File: src/rtl/sdc_pkg.sv
// Shared constants for the SD controller transfer sequencer: state encoding,
// data path event bit positions and status byte bit positions.
package sdc_pkg;

   typedef logic [2:0] seqStateT;

   localparam seqStateT ST_IDLE     = 3'd0;
   localparam seqStateT ST_START    = 3'd1;
   localparam seqStateT ST_WAIT_RUN = 3'd2;
   localparam seqStateT ST_RUN      = 3'd3;
   localparam seqStateT ST_STOP     = 3'd4;
   localparam seqStateT ST_BUSY     = 3'd5;
   localparam seqStateT ST_DONE     = 3'd6;

   localparam int EV_OK  = 0;
   localparam int EV_ANY = 1;
   localparam int EV_CRC = 2;
   localparam int EV_OVF = 3;
   localparam int EV_UDF = 4;
   localparam int EV_FRM = 5;
   localparam int EV_TMO = 6;

   localparam int SB_OK      = 0;
   localparam int SB_CRC     = 1;
   localparam int SB_OVF     = 2;
   localparam int SB_UDF     = 3;
   localparam int SB_FRM     = 4;
   localparam int SB_TMO     = 5;
   localparam int SB_STOPERR = 6;
   localparam int SB_FAIL    = 7;

endpackage

File: src/rtl/sdc_transfer_sequencer.sv
// Block-transfer sequencer feeding the SD data path. Build with SDC_SEQ_AUTO_STOP_EN
// defined to enable the automatic CMD12 (STOP) path; without it stop_req stays 0.
module sdc_transfer_sequencer #(
   parameter int BLKCNT_W   = 16,
   parameter int START_WAIT = 4
) (
   input  logic                sd_clk,
   input  logic                sd_rst_n,
   input  logic                req_valid,
   output logic                req_ready,
   input  logic                req_write,
   input  logic [BLKCNT_W-1:0] req_blkcnt,
   input  logic                req_auto_stop,
   input  logic                abort,
   output logic                dp_rxStart,
   output logic                dp_txStart,
   output logic [BLKCNT_W-1:0] dp_blockCount,
   input  logic [6:0]          dp_events,
   input  logic                dp_sdBusy,
   output logic                stop_req,
   input  logic                stop_ack,
   input  logic                stop_err,
   output logic [7:0]          status,
   output logic                irq,
   input  logic                irq_clr
);
   import sdc_pkg::*;

`ifdef SDC_SEQ_AUTO_STOP_EN
   localparam logic AUTO_STOP_EN = 1'b1;
`else
   localparam logic AUTO_STOP_EN = 1'b0;
`endif

   localparam int WD_W = $clog2(START_WAIT + 1);
   localparam logic [WD_W-1:0] WD_LAST = WD_W'(START_WAIT - 1);

   seqStateT            state, stateNext;
   logic                isWrite, writeNext;
   logic                autoStop, autoNext;
   logic                abortSeen, abortNext;
   logic [WD_W-1:0]     wdCnt, wdNext;
   logic [7:0]          statusReg, statusNext;
   logic                irqReg, irqNext;
   logic                readyReg, readyNext;
   logic                rxStartReg, rxNext;
   logic                txStartReg, txNext;
   logic                stopReq, stopNext;
   logic [BLKCNT_W-1:0] blockCount, countNext;
   logic                dpError;

   assign dpError = |dp_events[EV_TMO:EV_ANY];

   // Next-state and next-output logic; every output is registered so nothing glitches out of reset.
   always_comb begin
      stateNext  = state;
      writeNext  = isWrite;
      autoNext   = autoStop;
      abortNext  = abortSeen;
      wdNext     = wdCnt;
      statusNext = statusReg;
      irqNext    = irqReg;
      rxNext     = 1'b0;
      txNext     = 1'b0;
      stopNext   = stopReq;
      countNext  = blockCount;

      // A DONE entry outranks a coincident clear.
      if (irq_clr && state != ST_DONE) begin
         irqNext    = 1'b0;
         statusNext = '0;
      end

      case (state)
         ST_IDLE: begin
            if (req_valid && readyReg) begin
               writeNext = req_write;
               countNext = req_blkcnt;
               autoNext  = req_auto_stop & AUTO_STOP_EN;
               abortNext = 1'b0;
               wdNext    = '0;
               if (req_blkcnt == '0) begin
                  statusNext[SB_FAIL] = 1'b1;
                  stateNext           = ST_DONE;
               end else begin
                  rxNext    = ~req_write;
                  txNext    = req_write;
                  stateNext = ST_START;
               end
            end
         end
         ST_START: begin
            wdNext    = '0;
            stateNext = ST_WAIT_RUN;
         end
         ST_WAIT_RUN: begin
            if (abort) begin
               statusNext[SB_FAIL] = 1'b1;
               abortNext           = 1'b1;
            end
            if (dp_events == '0) begin
               stateNext = ST_RUN;
            end else if (wdCnt == WD_LAST) begin
               statusNext[SB_FAIL] = 1'b1;
               stateNext           = ST_DONE;
            end else begin
               wdNext = wdCnt + WD_W'(1);
            end
         end
         ST_RUN: begin
            if (abort) begin
               statusNext[SB_FAIL] = 1'b1;
               abortNext           = 1'b1;
            end
            if (dp_events != '0) begin
               statusNext[SB_TMO:SB_CRC] = statusNext[SB_TMO:SB_CRC] | dp_events[EV_TMO:EV_CRC];
               statusNext[SB_OK]         = statusNext[SB_OK] | dp_events[EV_OK];
               // An abort or a data path error always takes the CMD12 path when it exists.
               if (AUTO_STOP_EN && ((autoStop && blockCount > BLKCNT_W'(1)) || dpError || abortNext)) begin
                  stopNext  = 1'b1;
                  stateNext = ST_STOP;
               end else if (isWrite) begin
                  stateNext = ST_BUSY;
               end else begin
                  stateNext = ST_DONE;
               end
            end
         end
         ST_STOP: begin
            if (stop_ack) begin
               statusNext[SB_STOPERR] = statusNext[SB_STOPERR] | stop_err;
               stopNext               = 1'b0;
               stateNext              = isWrite ? ST_BUSY : ST_DONE;
            end
         end
         ST_BUSY: begin
            if (!dp_sdBusy) begin
               stateNext = ST_DONE;
            end
         end
         ST_DONE: begin
            irqNext   = 1'b1;
            stateNext = ST_IDLE;
         end
         default: begin
            stateNext = ST_IDLE;
         end
      endcase

      readyNext = (stateNext == ST_IDLE) && !irqNext;
   end

   // State and output registers.
   always_ff @(posedge sd_clk or negedge sd_rst_n) begin
      if (!sd_rst_n) begin
         state      <= ST_IDLE;
         isWrite    <= 1'b0;
         autoStop   <= 1'b0;
         abortSeen  <= 1'b0;
         wdCnt      <= '0;
         statusReg  <= '0;
         irqReg     <= 1'b0;
         readyReg   <= 1'b0;
         rxStartReg <= 1'b0;
         txStartReg <= 1'b0;
         stopReq    <= 1'b0;
         blockCount <= '0;
      end else begin
         state      <= stateNext;
         isWrite    <= writeNext;
         autoStop   <= autoNext;
         abortSeen  <= abortNext;
         wdCnt      <= wdNext;
         statusReg  <= statusNext;
         irqReg     <= irqNext;
         readyReg   <= readyNext;
         rxStartReg <= rxNext;
         txStartReg <= txNext;
         stopReq    <= stopNext;
         blockCount <= countNext;
      end
   end

   assign req_ready     = readyReg;
   assign dp_rxStart    = rxStartReg;
   assign dp_txStart    = txStartReg;
   assign dp_blockCount = blockCount;
   assign stop_req      = stopReq & AUTO_STOP_EN;
   assign status        = statusReg;
   assign irq           = irqReg;

endmodule

File: config.mk
export PLATFORM = sky130hd
export DESIGN_NAME = sdc_transfer_sequencer
export DESIGN_NICKNAME = d
export VERILOG_FILES = /design/src/rtl/sdc_pkg.sv /design/src/rtl/sdc_transfer_sequencer.sv
export SDC_FILE = /design/constraint.sdc
export NUM_CORES = 1
export LEC_CHECK = 0
export ABC_AREA = 1
export ABC_CLOCK_PERIOD_IN_PS = 1250
export BUFFER_PORTS_ARGS = -buffer_cell sky130_fd_sc_hd__buf_2
export CAP_MARGIN = 20
export CORE_MARGIN = 8
export CORE_UTILIZATION = 45
export CTS_BUF_LIST = sky130_fd_sc_hd__clkbuf_8
export CTS_CLUSTER_DIAMETER = 50
export CTS_CLUSTER_SIZE = 8
export DETAILED_ROUTE_END_ITERATION = 8
export PLACE_DENSITY = 0.87
export SLEW_MARGIN = 20
export SYNTH_ARGS = -nofsm -noshare
export SYNTH_HDL_FRONTEND = slang
export SYNTH_SLANG_ARGS = --single-unit
File: constraint.sdc
create_clock -name sd_clk -period 1.25 [get_ports sd_clk]
set_input_delay 0.1875 -clock sd_clk [delete_from_list [all_inputs] [get_ports sd_clk]]
set_output_delay 0.1875 -clock sd_clk [all_outputs]
set_load 0.03 [all_outputs]
==> results.sh, run 1 <==
export IMPL_htree_levels=2
export IMPL_synthTopCellsByArea="dfrtp_1, nand2_1, nor2_1"
export IMPL_die_x_um=76.0
export IMPL_cts_sinks=35
export IMPL_synth_top_family_by_area="simple AND/OR/NAND/NOR gates"
export IMPL_netlist_top_cells_count="nand2_1, dfrtp_1, nor2_1, inv_1, o21ai_0"
export IMPL_pre_cts_slack_ns=-0.120
export IMPL_cts_tree="yes"
export IMPL_startpoint_type="flip-flop"
export IMPL_synth_top_area_share_pct=54.1
export IMPL_via_count=1673
export IMPL_cts_clk_slew_worst_paths_ns=0.07
export IMPL_drtIter0Drc=89
export IMPL_synth_compound_area_share_pct=7.49
export IMPL_path_max_fanout=6
export IMPL_rrSetupSlack_ns=-0.22
export IMPL_synth_edf_count=0
export IMPL_start_util_pct=45.6
export IMPL_synthToLayoutAreaGrowth_pct=51.4
export IMPL_endpoint_kind="flip-flop"
export IMPL_rsz0062_at_grt="yes"
export IMPL_period_needed_ns=1.47
export IMPL_r2r_start="wdCnt[1]$_DFFE_PN0P_"
export IMPL_route_detailed_drc=0
export IMPL_grt_pass1_wl_mm=7.97
export IMPL_grt_max_degree=18
export IMPL_place_inst=320
export IMPL_regArea_um2=880
export IMPL_violations="setup timing"
export IMPL_yosys_area_share_xor_xnor_pct=0
export IMPL_root_buffer="clkbuf_8"
export IMPL_first_pass_iters=4
export IMPL_async_reset_ff_share_pct=100
export IMPL_wl_per_cell_um=15.9
export IMPL_dieArea_um2=5780
export IMPL_hpwl_mm=3.25
export IMPL_grt_overflow=0
export IMPL_num_rows=22
export IMPL_vias_per_cell=4.99
export IMPL_drv_slew=0
export IMPL_synth_simple_area_share_pct=30.1
export IMPL_track_usage_pct=16.7
export IMPL_drt_total_wl_mm=5.33
export IMPL_regToRegEndpoint="wdCnt[1]$_DFFE_PN0P_"
export IMPL_fillers=253
export IMPL_p_leak_nw=1.32
export IMPL_path_class="flip-flop to flip-flop"
export IMPL_ys_types=24
export IMPL_muxShareOfSynthArea_pct=0
export IMPL_cts_buffer_depth=2
export IMPL_instances_no_fill=335
export IMPL_antenna_found_initial=0
export IMPL_status="finished with violations"
export IMPL_fp_dieH_um=76.0
export IMPL_drive_gt1_share_pct=48.4
export IMPL_synthAdderAreaFrac_pct=1.54
export IMPL_busiest_layer="met2"
export IMPL_ys_ff_latch=35
export IMPL_critPathArrivalTime_ns=1.63
export IMPL_syn_avg_cell_area_um2=8.02
export IMPL_drtAntennaViolNets=0
export IMPL_final_nets=321
export IMPL_insertion_delay_ns=0.28
export IMPL_vdd_drop_max_uv=1400
export IMPL_synthFlopType="dfrtp_1"
export IMPL_synth_most_common_cell="nand2_1"
export IMPL_fin_worst_skew_ns=0.00748
export IMPL_hold_violations=0
export IMPL_p_per_area_nw_per_um2=2360
export IMPL_max_freq_mhz=679
export IMPL_ys_seq_area_share_pct=54.1
export IMPL_grt_pass1_vias=1777
export IMPL_cts_buffers=5
export IMPL_numPortBuffers=59
export IMPL_fp_coreArea_um2=3550
export IMPL_gr_usage_met2_pct=30.5
export IMPL_gr_usage_met1_pct=17.2
export IMPL_syn_area_um2=1620
export IMPL_drv_cap=0
export IMPL_timing_critical_path_from="wdCnt[1]$_DFFE_PN0P_"
export IMPL_setup_viol=27
export IMPL_ff2ff_path_depth=8
export IMPL_required_ns=1.41
export IMPL_use_met3_pct=4.83
export IMPL_setup_slack_ns=-0.223
export IMPL_gp_congestion=0.815
export IMPL_total_power_mw=5.78
export IMPL_synth_warnings=0
export IMPL_io_pins=62
export IMPL_synth_top_area_cell="dfrtp_1"
export IMPL_multi_input_area_um2=805
export IMPL_worstSetupEndpoint="wdCnt[1]$_DFFE_PN0P_"
export IMPL_hp_class="input pin to flip-flop"
export IMPL_diodes=0
export IMPL_synth_cells=202
export IMPL_syn_num_nets=237
export IMPL_finalCritPeriodShare_pct=118
-- layer usage --
layer / share of wire (%) / routed length, µm
met5: 0 / 0
met4: 4.0 / 212
met3: 6.2 / 331
met2: 53 / 2820
met1: 37 / 1970
-- state kept, by name, indices dropped and copies added, names as in the netlist --
signal         count
dp_rxStart         1
isWrite            1
dp_blockCount     16
irq                1
wdCnt              3
req_ready          1
dp_txStart         1
state              3
status             8
-- cell usage in the layout, fill, tap and decap left out, types with 6 or more instances in the layout --
cell type  instances
dfrtp_1           32
nor2_1            19
nor2_4             6
nand2_2           22
nand2_1           56
o21ai_1            7
buf_4             14
clkbuf_8           6
buf_2             59
inv_1             16
-- cells by family (layout without fill, tap and decap cells) --
kind of cell               count (synthesis)  in the layout
DFF                                       35             35
adders and majority gates                  2              2
buffers and inverters                     24            109
and+or+nand+nor                          120            120
AOI/OAI and AO/OA                         20             20
other                                      1              1
-- how the worst min path moves through the flow --
stage / start / end / slack (ns) / depth (start not counted)
final: req_write / dp_rxStart$_DFF_PN0_ / 0.08 / 2
after global routing: req_write / dp_rxStart$_DFF_PN0_ / 0.09 / 2
after CTS: req_write / dp_rxStart$_DFF_PN0_ / 0.07 / 2
after detailed placement: sd_rst_n / dp_blockCount[2]$_DFFE_PN0P_ / 0.13 / 1
after global placement: sd_rst_n / dp_blockCount[4]$_DFFE_PN0P_ / 0.12 / 1
after floorplan: sd_rst_n / dp_blockCount[0]$_DFFE_PN0P_ / -0.11 / 0
-- worst max-delay path, stage by stage, from the launching register on --
cell and delay [ns]:
dfrtp_1 0.39, ha_2 0.21, ha_4 0.17, inv_4 0.07
nor2_4 0.04, nor2_2 0.12, nand3_2 0.16, nand2_1 0.12
o21ai_1 0.08
-- cell type report --
class                           count  area share [%]
Sequential cell                    35            35.9
Multi-Input combinational cell    143            32.8
Timing Repair Buffer               81            20.6
Inverter                           20            3.47
Clock buffer                        6            3.37
Tap cell                           48            2.45
Clock inverter                      2            1.43
-- per-stage QoR --
step                      hold slack, ns  TNS [ns]  instance area (µm²)  utilization [%]
final                             0.0771     -1.65                 2450             69.1
after global routing              0.0859     -3.99                 2450             69.1
after CTS                         0.0736    -0.745                 2300             64.7
after detailed placement           0.125    -0.677                 2080             58.7
after global placement             0.122    -0.315                 2080             58.7
after floorplan                   -0.108         0                 1630                -
-- where the power goes --
group / switching, mW / internal, mW
combinational: 1.81 / 1.07
clock: 0.403 / 0.645
sequential: 0.305 / 1.54
-- repair_timing --
item,in CTS,in global routing
pin swaps,12,11
hold buffers,1,0
gates resized for setup,17,46
endpoints found under the hold margin,15,0
cloned,1,0
setup buffers,3,2
setup endpoints to repair,30,34
Power figures use the tool's default switching activity.
==> inputs of run 2 (changes only) <==
==> constraint.sdc (replaced) <==
create_clock -name sd_clk -period 1.25 [get_ports sd_clk]
set_input_delay 0.3125 -clock sd_clk [delete_from_list [all_inputs] [get_ports sd_clk]]
set_output_delay 0.3125 -clock sd_clk [all_outputs]
set_load 0.03 [all_outputs]
==> results.sh, run 2 (synthesis gave the netlist of run 1 again) <==
export IMPL_hold_violations=0
export IMPL_antenna_found_initial=0
export IMPL_p_leak_nw=1.33
export IMPL_via_count=1607
export IMPL_required_ns=1.47
export IMPL_p_switching_mw=2.42
export IMPL_synthToLayoutAreaGrowth_pct=48.6
export IMPL_path_max_fanout=5
export IMPL_htree_levels=2
export IMPL_first_pass_iters=4
export IMPL_num_rows=22
export IMPL_track_usage_pct=15.8
export IMPL_r2r_start="state[1]$_DFF_PN0_"
export IMPL_cts_sinks=35
export IMPL_cts_clk_slew_worst_paths_ns=0.07
export IMPL_pwr_share_clk_pct=16.1
export IMPL_final_cell_mix="nand2_1, buf_2, dfrtp_1, nor2_1, buf_4"
export IMPL_grt_pass1_wl_mm=7.49
export IMPL_switching_share_pct=44.6
export IMPL_fillers=277
export IMPL_start_util_pct=45.6
export IMPL_instances_no_fill=337
export IMPL_root_buffer="clkbuf_8"
export IMPL_setup_viol=26
export IMPL_grt_max_degree=36
export IMPL_p_per_area_nw_per_um2=2260
export IMPL_wl_per_cell_um=13.7
export IMPL_fp_dieH_um=76.0
export IMPL_max_freq_mhz=717
export IMPL_fp_coreArea_um2=3550
export IMPL_status="finished with violations"
export IMPL_combinationalPowerShare_pct=51.4
export IMPL_numPortBuffers=59
export IMPL_final_nets=323
export IMPL_drv_slew=0
export IMPL_insertion_delay_ns=0.29
export IMPL_setup_slack_ns=-0.145
export IMPL_cts_tree="yes"
export IMPL_regToRegEndpoint="req_ready$_DFF_PN0_"
export IMPL_drtAntennaViolNets=0
export IMPL_multi_input_area_um2=764
export IMPL_critPathArrivalTime_ns=1.61
export IMPL_dieArea_um2=5780
export IMPL_startpoint_type="flip-flop"
export IMPL_route_detailed_drc=0
export IMPL_hpwl_mm=3.25
export IMPL_cts_buffers=5
export IMPL_timing_critical_path_from="state[1]$_DFF_PN0_"
export IMPL_final_common_cell="nand2_1"
export IMPL_seqPwrFrac_pct=32.5
export IMPL_place_inst=322
export IMPL_drtIter0Drc=67
export IMPL_grt_overflow=0
export IMPL_path_class="flip-flop to flip-flop"
export IMPL_diodes=0
export IMPL_cts_buffer_depth=2
export IMPL_die_x_um=76.0
export IMPL_drv_cap=0
export IMPL_drt_total_wl_mm=4.62
export IMPL_violations="setup timing"
export IMPL_gp_congestion=0.877
export IMPL_ff2ff_path_depth=10
export IMPL_p_int_mw=3.01
export IMPL_min_from="req_write"
export IMPL_fin_worst_skew_ns=0.00472
export IMPL_finalCritPeriodShare_pct=112
export IMPL_vdd_drop_max_uv=1170
export IMPL_rsz0062_at_grt="yes"
export IMPL_total_power_mw=5.43
export IMPL_worstSetupEndpoint="req_ready$_DFF_PN0_"
export IMPL_vias_per_cell=4.77
export IMPL_endpoint_kind="flip-flop"
export IMPL_rrSetupSlack_ns=-0.14
export IMPL_period_needed_ns=1.39
export IMPL_drive_gt1_share_pct=43.9
export IMPL_io_pins=62
export IMPL_hp_class="input pin to flip-flop"
export IMPL_regArea_um2=878
export IMPL_largest_reg_flops=16
export IMPL_grt_pass1_vias=1623
run 2: cell types whose count changed in the layout (fill, tap and decap cells not counted), sizes merged:
cell      change
bufinv        -1
clkinvlp      +2
buf           +2
inv           -1
run 2: cell type report:
cell class / instances / area share (%)
tap: 48 / 2.49
multi-input combinational: 143 / 31.7
clock inverter: 2 / 0.675
timing repair buffer: 83 / 21.7
sequential: 35 / 36.5
clock buffer: 6 / 3.43
inverter: 20 / 3.48
run 2: metrics by stage:
stage | hold slack (ns) | TNS (ns) | worst slack [ns] | area (µm²) | util (%)
6_report | 0.208 | -2.19 | -0.145 | 2410 | 67.8
3_5_place_dp | 0.283 | -1.75 | -0.125 | 2110 | 59.4
4_1_cts | 0.187 | -1.36 | -0.0961 | 2300 | 64.7
2_1_floorplan | 0.0169 | 0 | 0.000822 | 1630 | -
5_1_grt | 0.212 | -4.70 | -0.311 | 2410 | 67.8
3_3_place_gp | 0.282 | -1.09 | -0.0949 | 2110 | 59.4
run 2: routing by layer:
metal / vias to the layer above / GRT usage [%] / part of all wire [%]
met5: - / 0 / 0
met4: 0 / 6.47 / 2.8
met3: 13 / 4.83 / 6.4
met2: 55 / 27.4 / 51
met1: 748 / 17.5 / 39
li1: 791 / - / -
run 2: how the worst min path moves through the flow:
stage | to | slack (ns) | cells after the start
final | dp_rxStart$_DFF_PN0_ | 0.21 | 2
after global routing | dp_rxStart$_DFF_PN0_ | 0.21 | 2
after detailed placement | dp_blockCount[0]$_DFFE_PN0P_ | 0.28 | 2
after global placement | dp_blockCount[1]$_DFFE_PN0P_ | 0.28 | 2
after floorplan | dp_blockCount[0]$_DFFE_PN0P_ | 0.02 | 0
after CTS | dp_rxStart$_DFF_PN0_ | 0.19 | 2
run 2: worst max-delay path: stages, from the launching register on:
cell	delay, ns
dfrtp_1	0.40
buf_6	0.13
inv_4	0.07
nor2_4	0.05
nand2_4	0.09
nand2_1	0.06
nor2_1	0.12
nand2_1	0.10
nor2_2	0.16
nand2_1	0.07
nor2_1	0.08
run 2: timing repair:
item                       CTS  global route
hold buffers                 1             0
setup endpoints to repair   29            34
hold endpoints to repair    35             0
pin swaps                   13            13
gates resized for setup     13            25
buffers inserted             2             4
run 2: power by group through the flow:
stage               combinational, mW  sequential [mW]  clock, mW
finish                           2.79             1.77      0.873
global route                     3.03             1.82      0.939
CTS                              2.44             1.76      0.894
detailed placement               2.32             1.77          0
global placement                 2.25             1.75          0
floorplan                       0.854             2.39          0
